### config.mk
export PLATFORM = sky130hd
export DESIGN_NAME = dmem_arbiter_flat
export DESIGN_NICKNAME = d
export VERILOG_FILES = /design/src/rtl/dmem_arbiter_if.sv /design/src/rtl/dmem_arbiter.sv /design/src/flat_wrapper.sv
export SDC_FILE = /design/constraint.sdc
export NUM_CORES = 1
export LEC_CHECK = 0
export CAP_MARGIN = 20
export CORE_AREA = 8 8 109 111
export CTS_BUF_LIST = sky130_fd_sc_hd__clkbuf_16
export DETAILED_ROUTE_END_ITERATION = 16
export DIE_AREA = 0 0 117 119
export DONT_BUFFER_PORTS = 1
export GPL_ROUTABILITY_DRIVEN = 0
export PLACE_DENSITY = 0.48
export SLEW_MARGIN = 20
export SYNTH_ARGS = -nofsm -noshare
export SYNTH_HDL_FRONTEND = slang
export SYNTH_SLANG_ARGS = --single-unit
### constraint.sdc
create_clock -name clk -period 2.65 [get_ports clk]
set_clock_uncertainty 0.15 [all_clocks]
set_input_delay 0.1325 -clock clk [delete_from_list [all_inputs] [get_ports clk]]
set_output_delay 0.1325 -clock clk [all_outputs]
set_load 0.01 [all_outputs]
### src/rtl/dmem_arbiter_if.sv
// dmem_arbiter_if: bus bundle around the data-RAM arbiter.
//   cpu_*  : MEM-stage requester (rd/wr/addr/wdata in, rdata/stall out)
//   dma_*  : DMA/loader requester (req/wr/addr/wdata in, gnt/rvalid/rdata/err out)
//   mem_*  : single DataMem port (rd/wr/addr/wdata out, rdata in)
// modport slave is the arbiter's view; modport master is the environment's view.
interface dmem_arb_if;
    logic        cpu_rd;
    logic        cpu_wr;
    logic [31:0] cpu_addr;
    logic [31:0] cpu_wdata;
    logic [31:0] cpu_rdata;
    logic        cpu_stall;

    logic        dma_req;
    logic        dma_wr;
    logic [31:0] dma_addr;
    logic [31:0] dma_wdata;
    logic        dma_gnt;
    logic        dma_rvalid;
    logic [31:0] dma_rdata;
    logic        dma_err;

    logic        mem_rd;
    logic        mem_wr;
    logic [31:0] mem_addr;
    logic [31:0] mem_wdata;
    logic [31:0] mem_rdata;

    modport slave (
        input  cpu_rd, cpu_wr, cpu_addr, cpu_wdata,
        output cpu_rdata, cpu_stall,
        input  dma_req, dma_wr, dma_addr, dma_wdata,
        output dma_gnt, dma_rvalid, dma_rdata, dma_err,
        output mem_rd, mem_wr, mem_addr, mem_wdata,
        input  mem_rdata
    );

    modport master (
        output cpu_rd, cpu_wr, cpu_addr, cpu_wdata,
        input  cpu_rdata, cpu_stall,
        output dma_req, dma_wr, dma_addr, dma_wdata,
        input  dma_gnt, dma_rvalid, dma_rdata, dma_err,
        input  mem_rd, mem_wr, mem_addr, mem_wdata,
        output mem_rdata
    );
endinterface

### src/rtl/dmem_arbiter.sv
// dmem_arbiter: shares the single data-RAM port between the MEM stage (CPU)
// and a DMA/loader requester. CPU has default priority; DMA is forced in
// after STARVE_MAX denied cycles and then keeps the port for up to
// BURST_LEN consecutive grants.
// Ports:
//   clk, reset : clock, synchronous active-high reset
//   bus        : dmem_arb_if.slave (cpu_*, dma_*, mem_* signal groups)
//   stall_cycles, dma_cycles : activity counters, only with DMEM_ARB_STATS_EN
// Optional feature macro: DMEM_ARB_STATS_EN.
module dmem_arbiter #(
    parameter int BURST_LEN  = 4,
    parameter int STARVE_MAX = 8
) (
    input  logic        clk,
    input  logic        reset,
    dmem_arb_if.slave   bus
`ifdef DMEM_ARB_STATS_EN
    ,
    output logic [31:0] stall_cycles,
    output logic [31:0] dma_cycles
`endif
);
    localparam logic [0:0] S_CPU = 1'b0;
    localparam logic [0:0] S_DMA = 1'b1;
    localparam logic [3:0] BL    = 4'(BURST_LEN);
    localparam logic [7:0] SM    = 8'(STARVE_MAX);

    logic [0:0] state;
    logic [3:0] burst_cnt;
    logic [7:0] starve_cnt;

    logic cpu_req, dma_cont, dma_force, dma_win, cpu_win, dma_ok;

    always_comb begin
        cpu_req   = bus.cpu_rd | bus.cpu_wr;
        // Burst continuation takes precedence; once it ends, the CPU-state
        // rules are evaluated in the same cycle.
        dma_cont  = (state == S_DMA) && bus.dma_req && (burst_cnt < BL);
        dma_force = !dma_cont && bus.dma_req && (!cpu_req || starve_cnt == SM);
        dma_win   = (dma_cont || dma_force) && !reset;
        cpu_win   = !dma_cont && !dma_force && cpu_req && !reset;
        // Peripheral window (0x4xxxxxxx) and upper half are not RAM.
        dma_ok    = !((bus.dma_addr[31:28] == 4'b0100) || bus.dma_addr[31]);
    end

    always_comb begin
        bus.mem_rd    = 1'b0;
        bus.mem_wr    = 1'b0;
        bus.mem_addr  = 32'h0;
        bus.mem_wdata = 32'h0;
        if (cpu_win) begin
            bus.mem_rd    = bus.cpu_rd;
            bus.mem_wr    = bus.cpu_wr;
            bus.mem_addr  = bus.cpu_addr;
            bus.mem_wdata = bus.cpu_wdata;
        end else if (dma_win && dma_ok) begin
            bus.mem_rd    = !bus.dma_wr;
            bus.mem_wr    = bus.dma_wr;
            bus.mem_addr  = bus.dma_addr;
            bus.mem_wdata = bus.dma_wdata;
        end
    end

    assign bus.cpu_rdata = bus.mem_rdata;
    assign bus.cpu_stall = cpu_req && !cpu_win;
    // Rejected (out-of-range) DMA accesses still consume the grant.
    assign bus.dma_gnt   = dma_win;

    always_ff @(posedge clk) begin
        if (reset) begin
            state          <= S_CPU;
            burst_cnt      <= 4'd0;
            starve_cnt     <= 8'd0;
            bus.dma_rvalid <= 1'b0;
            bus.dma_rdata  <= 32'h0;
            bus.dma_err    <= 1'b0;
        end else begin
            if (dma_cont) begin
                burst_cnt <= burst_cnt + 4'd1;
            end else if (dma_force) begin
                state      <= S_DMA;
                burst_cnt  <= 4'd1;
                starve_cnt <= 8'd0;
            end else begin
                state     <= S_CPU;
                burst_cnt <= 4'd0;
                if (cpu_req && bus.dma_req)
                    starve_cnt <= (starve_cnt == SM) ? SM : starve_cnt + 8'd1;
                else
                    starve_cnt <= 8'd0;
            end
            bus.dma_rvalid <= dma_win && dma_ok && !bus.dma_wr;
            bus.dma_err    <= dma_win && !dma_ok;
            if (dma_win && dma_ok && !bus.dma_wr)
                bus.dma_rdata <= bus.mem_rdata;
        end
    end

`ifdef DMEM_ARB_STATS_EN
    always_ff @(posedge clk) begin
        if (reset) begin
            stall_cycles <= 32'h0;
            dma_cycles   <= 32'h0;
        end else begin
            if (bus.cpu_stall) stall_cycles <= stall_cycles + 32'd1;
            if (bus.dma_gnt)   dma_cycles   <= dma_cycles + 32'd1;
        end
    end
`endif
endmodule

### src/flat_wrapper.sv
// flat-port wrapper written by rule: the top's interface ports become plain ports
module dmem_arbiter_flat 
#(
    parameter int BURST_LEN  = 4,
    parameter int STARVE_MAX = 8
)
  (clk, reset, bus_cpu_rd, bus_cpu_wr, bus_cpu_addr, bus_cpu_wdata, bus_cpu_rdata, bus_cpu_stall, bus_dma_req, bus_dma_wr, bus_dma_addr, bus_dma_wdata, bus_dma_gnt, bus_dma_rvalid, bus_dma_rdata, bus_dma_err, bus_mem_rd, bus_mem_wr, bus_mem_addr, bus_mem_wdata, bus_mem_rdata);
  dmem_arb_if bus_i ();
  input  logic clk;
  input  logic reset;
  input wire logic [$bits(bus_i.cpu_rd)-1:0] bus_cpu_rd;
  input wire logic [$bits(bus_i.cpu_wr)-1:0] bus_cpu_wr;
  input wire logic [$bits(bus_i.cpu_addr)-1:0] bus_cpu_addr;
  input wire logic [$bits(bus_i.cpu_wdata)-1:0] bus_cpu_wdata;
  output wire logic [$bits(bus_i.cpu_rdata)-1:0] bus_cpu_rdata;
  output wire logic [$bits(bus_i.cpu_stall)-1:0] bus_cpu_stall;
  input wire logic [$bits(bus_i.dma_req)-1:0] bus_dma_req;
  input wire logic [$bits(bus_i.dma_wr)-1:0] bus_dma_wr;
  input wire logic [$bits(bus_i.dma_addr)-1:0] bus_dma_addr;
  input wire logic [$bits(bus_i.dma_wdata)-1:0] bus_dma_wdata;
  output wire logic [$bits(bus_i.dma_gnt)-1:0] bus_dma_gnt;
  output wire logic [$bits(bus_i.dma_rvalid)-1:0] bus_dma_rvalid;
  output wire logic [$bits(bus_i.dma_rdata)-1:0] bus_dma_rdata;
  output wire logic [$bits(bus_i.dma_err)-1:0] bus_dma_err;
  output wire logic [$bits(bus_i.mem_rd)-1:0] bus_mem_rd;
  output wire logic [$bits(bus_i.mem_wr)-1:0] bus_mem_wr;
  output wire logic [$bits(bus_i.mem_addr)-1:0] bus_mem_addr;
  output wire logic [$bits(bus_i.mem_wdata)-1:0] bus_mem_wdata;
  input wire logic [$bits(bus_i.mem_rdata)-1:0] bus_mem_rdata;
  assign bus_i.cpu_rd = bus_cpu_rd;
  assign bus_i.cpu_wr = bus_cpu_wr;
  assign bus_i.cpu_addr = bus_cpu_addr;
  assign bus_i.cpu_wdata = bus_cpu_wdata;
  assign bus_cpu_rdata = bus_i.cpu_rdata;
  assign bus_cpu_stall = bus_i.cpu_stall;
  assign bus_i.dma_req = bus_dma_req;
  assign bus_i.dma_wr = bus_dma_wr;
  assign bus_i.dma_addr = bus_dma_addr;
  assign bus_i.dma_wdata = bus_dma_wdata;
  assign bus_dma_gnt = bus_i.dma_gnt;
  assign bus_dma_rvalid = bus_i.dma_rvalid;
  assign bus_dma_rdata = bus_i.dma_rdata;
  assign bus_dma_err = bus_i.dma_err;
  assign bus_mem_rd = bus_i.mem_rd;
  assign bus_mem_wr = bus_i.mem_wr;
  assign bus_mem_addr = bus_i.mem_addr;
  assign bus_mem_wdata = bus_i.mem_wdata;
  assign bus_i.mem_rdata = bus_mem_rdata;
  dmem_arbiter #(.BURST_LEN(BURST_LEN), .STARVE_MAX(STARVE_MAX)) u_core (.clk(clk), .reset(reset), .bus(bus_i));
endmodule
==> results by group <==
Run status
  – Status: completed

Worst setup path
  – Crit path DAT: 2.30 ns
  – Critical Path RT: 2.37 ns
  – Crit-path max FO: 7
  – Worst setup EP type: output port
  – Element type at the critical path start: register
  – Kind of critical path: register to output port

STA
  – Worst hold slack: 0.03164 ns
  – Min cycle time layout: 2.586 ns
  – Hold Fails Final Rpt: 0
  – Setup TNS Final: 0 ns
  – Slew Viols, Final: 0
  – Max Clock Freq: 386.7 MHz
  – # setup viols final: 0
  – Crit share post-route: 97.59%
  – Final WS setup: 0.06385 ns
  – Worst-Margin Slew: 0.6133 ns
  – RSZ-0062 raised after global routing: true
  – Rel. slew slack: 59.11%

Clocking
  – CTS tree: yes
  – Clock-pin slew on the worst setup and hold paths: 0.06 ns
  – CTS Sinks: 47
  – CTS Buffer Depth: 2
  – Clk_lat worst skew: 0.28 ns
  – Cts bufs inserted: 5
  – CTS Root Cell: clkbuf_16
  – CTS H-tree depth: 2

Power
  – Tot Pwr: 1.691 mW
  – Power density over the cells: 442.3 nW/um^2
  – VDD IR-drop max: 0.3686 mV
  – Lkg Pwr: 1.445 nW

Yosys
  – Mux cell area share after synthesis: 0.3460%
  – Top_reg_cell synth: dfxtp_1
  – Largest cells by area after synthesis: dfxtp_1 (33%), a22o_2 (13%), buf_4 (8.3%)
  – Synth Area in Compound Gates: 37.28%
  – EDFF count, synth: 0
  – Syn Nets: 508
  – Synthesized flop and latch total: 47
  – Synth top area share: 32.53%
  – Synthesized-area fraction occupied by and/or/nand/nor cells: 12.85%
  – Sequential area share after synthesis: 32.53%
  – Cell taking the most area after synthesis: dfxtp_1
  – Cell Area, Synth: 2893 sq um
  – Synth cell types: 38
  – Mapped Cells: 339
  – Ys async rst share: 0%
  – Adder-Cell Fraction of Synth Area: 1.298%
  – Largest family of logic cells by synthesized area: compound AO/OA/AOI/OAI gates
  – Synth warnings: 0
  – Post-Synth XOR/XNOR Area: 0.9083%
  – Synth Area per Inst: 8.533 sq um

Floorplanning
  – Initial Utilization: 28.66%
  – Core area: 10090 sq um
  – Die Wd: 117 um
  – DIE HEIGHT: 119 um
  – Die area: 13920 sq um
  – # IOs: 300
  – Row Count: 37

Place
  – # port buffers: 0
  – Post-DP HPWL: 11180 um
  – Dpl ws: 0.2366 ns

Global routing
  – Initial antenna violation count: 4
  – Largest net degree at the start of global routing: 43
  – First-pass GRT wire length: 19180 um
  – GR Overflow Total: 0
  – Vias in the first global route: 2788
  – Total global-route track usage: 18.46%

Job
  – Max-cap check violation count: 0

Final layout
  – NumNets Final: 501
  – Synthesis-to-layout area growth: 32.18%
  – Layout fillers: 1011
  – Area of the multi-input gates: 1957 sq um
  – Storage cell area: 942.2 sq um
  – Share of cells above drive strength 1: 29.43%

Detailed routing
  – Routed vias/inst: 5.983
  – Drt first-iter violations: 180
  – DRC viols: 0
  – WL per Instance: 32.05 um
  – Post-DRT Antenna Nets: 0
  – Post-Route WL: 15130 um
  – DR pass1 iterations: 4
  – Vias: 2824

Worst hold path
  – HP Class: primary input to register
-- power by group --
| group | internal (mW) | total (mW) | switching [mW] |
|---|---|---|---|
| clock network | 0.345 | 0.607 | 0.262 |
| logic | 0.179 | 0.362 | 0.183 |
| registers | 0.715 | 0.723 | 0.00779 |
| total | 1.24 | 1.69 | 0.453 |
-- path summary, 6_finish.rpt --
path,start,to,slack (ns),depth (start not counted)
worst max-delay path,u_core.starve_cnt[0],bus_mem_wdata[2],0.06,8
worst min-delay path,bus_dma_addr[31],u_core.bus.dma_err,0.03,2
worst max register to register,u_core.starve_cnt[0],u_core.bus.dma_rdata[29],0.46,7
worst min register to register,u_core.burst_cnt[0],u_core.burst_cnt[0],0.32,1
-- synthesized netlist by cell type, types with 2 or more instances --
library cell	instances
inv_1	2
nand2_1	6
buf_4	32
o21ai_0	36
a31oi_1	6
a22o_2	39
ha_1	3
dfxtp_1	47
xnor2_1	2
and3_1	5
a21oi_1	32
buf_6	7
clkbuf_1	26
a22o_1	25
a211oi_1	2
a21o_1	2
or3b_2	2
nor2_1	9
nand3_1	36
or3_1	2
-- cell families after synthesis --
| group | count (synthesis) |
|---|---|
| xor gates and xnor gates | 3 |
| buffers and inverters | 67 |
| muxes | 1 |
| adders and majority gates | 3 |
| and+or+nand+nor | 69 |
| AOI/OAI and AO/OA | 148 |
| DFF | 47 |
| other | 1 |
-- cell type report --
class	count	area share (%)
well taps	136	4.450
flip-flops and latches	47	24.64
clock buffers	5	3.272
diodes	3	0.1963
clock inverters	3	0.4254
multi-input cells	225	51.18
repair buffers	51	15.64
inverters	2	0.1963
-- layout by cell type, fill, tap and decap left out, drive strengths merged, types with 2 or more instances in the layout --
master,Yosys,final
nand2,6,6
or3,2,2
a22o,64,64
a21o,2,2
a211oi,2,2
nor2,9,9
diode,0,3
xnor2,2,2
or3b,2,2
o21ai,36,36
dfxtp,47,47
and3,5,5
a31oi,6,6
buf,39,16
clkinv,0,2
ha,3,3
a21oi,32,32
nand3,36,36
nor3,2,2
dlygate4sd3,0,32
clkbuf,26,8
inv,2,3
-- through the flow --
| stage | cells | utilization, % | instance area (sq um) |
|---|---|---|---|
| 2_1_floorplan | 339 | - | 2893 |
| 3_3_place_gp | 420 | 27.63 | 2789 |
| 3_5_place_dp | 420 | 27.63 | 2789 |
| 4_1_cts | 462 | 32.74 | 3304 |
| 5_1_grt | 470 | 37.84 | 3819 |
| 6_report | 472 | 37.89 | 3824 |
-- critical path: stages (launching register included) --
cell,delay (ns)
dfxtp_2,0.33
inv_2,0.06
ha_1,0.13
or4b_4,0.48
o211a_4,0.27
nor3_4,0.22
buf_6,0.18
clkbuf_16,0.17
a22o_2,0.17
-- layer usage --
layer	vias up	routed length, um	GRT usage [%]
li1	1229	-	-
met3	27	1987	9.803
met1	1348	4942	18.42
met2	214	7720	33.38
met5	-	40	0
met4	6	435	3.042
-- flip-flops by register name, summed over array words and instances (netlist names) --
name,cells
u_core.bus.dma_rdata,32
u_core.starve_cnt,8
u_core.burst_cnt,4
u_core.bus.dma_err,1
u_core.bus.dma_rvalid,1
u_core.state,1
-- what timing repair did --
action / in CTS / in global routing
hold buffers: 33 / 0
endpoints found under the setup margin: 22 / 64
buffers inserted: 0 / 3
endpoints found under the hold margin: 32 / 0
cloned: 1 / 4
gates resized for setup: 3 / 57
pin swaps: 1 / 2
Power figures use the tool's default switching activity.
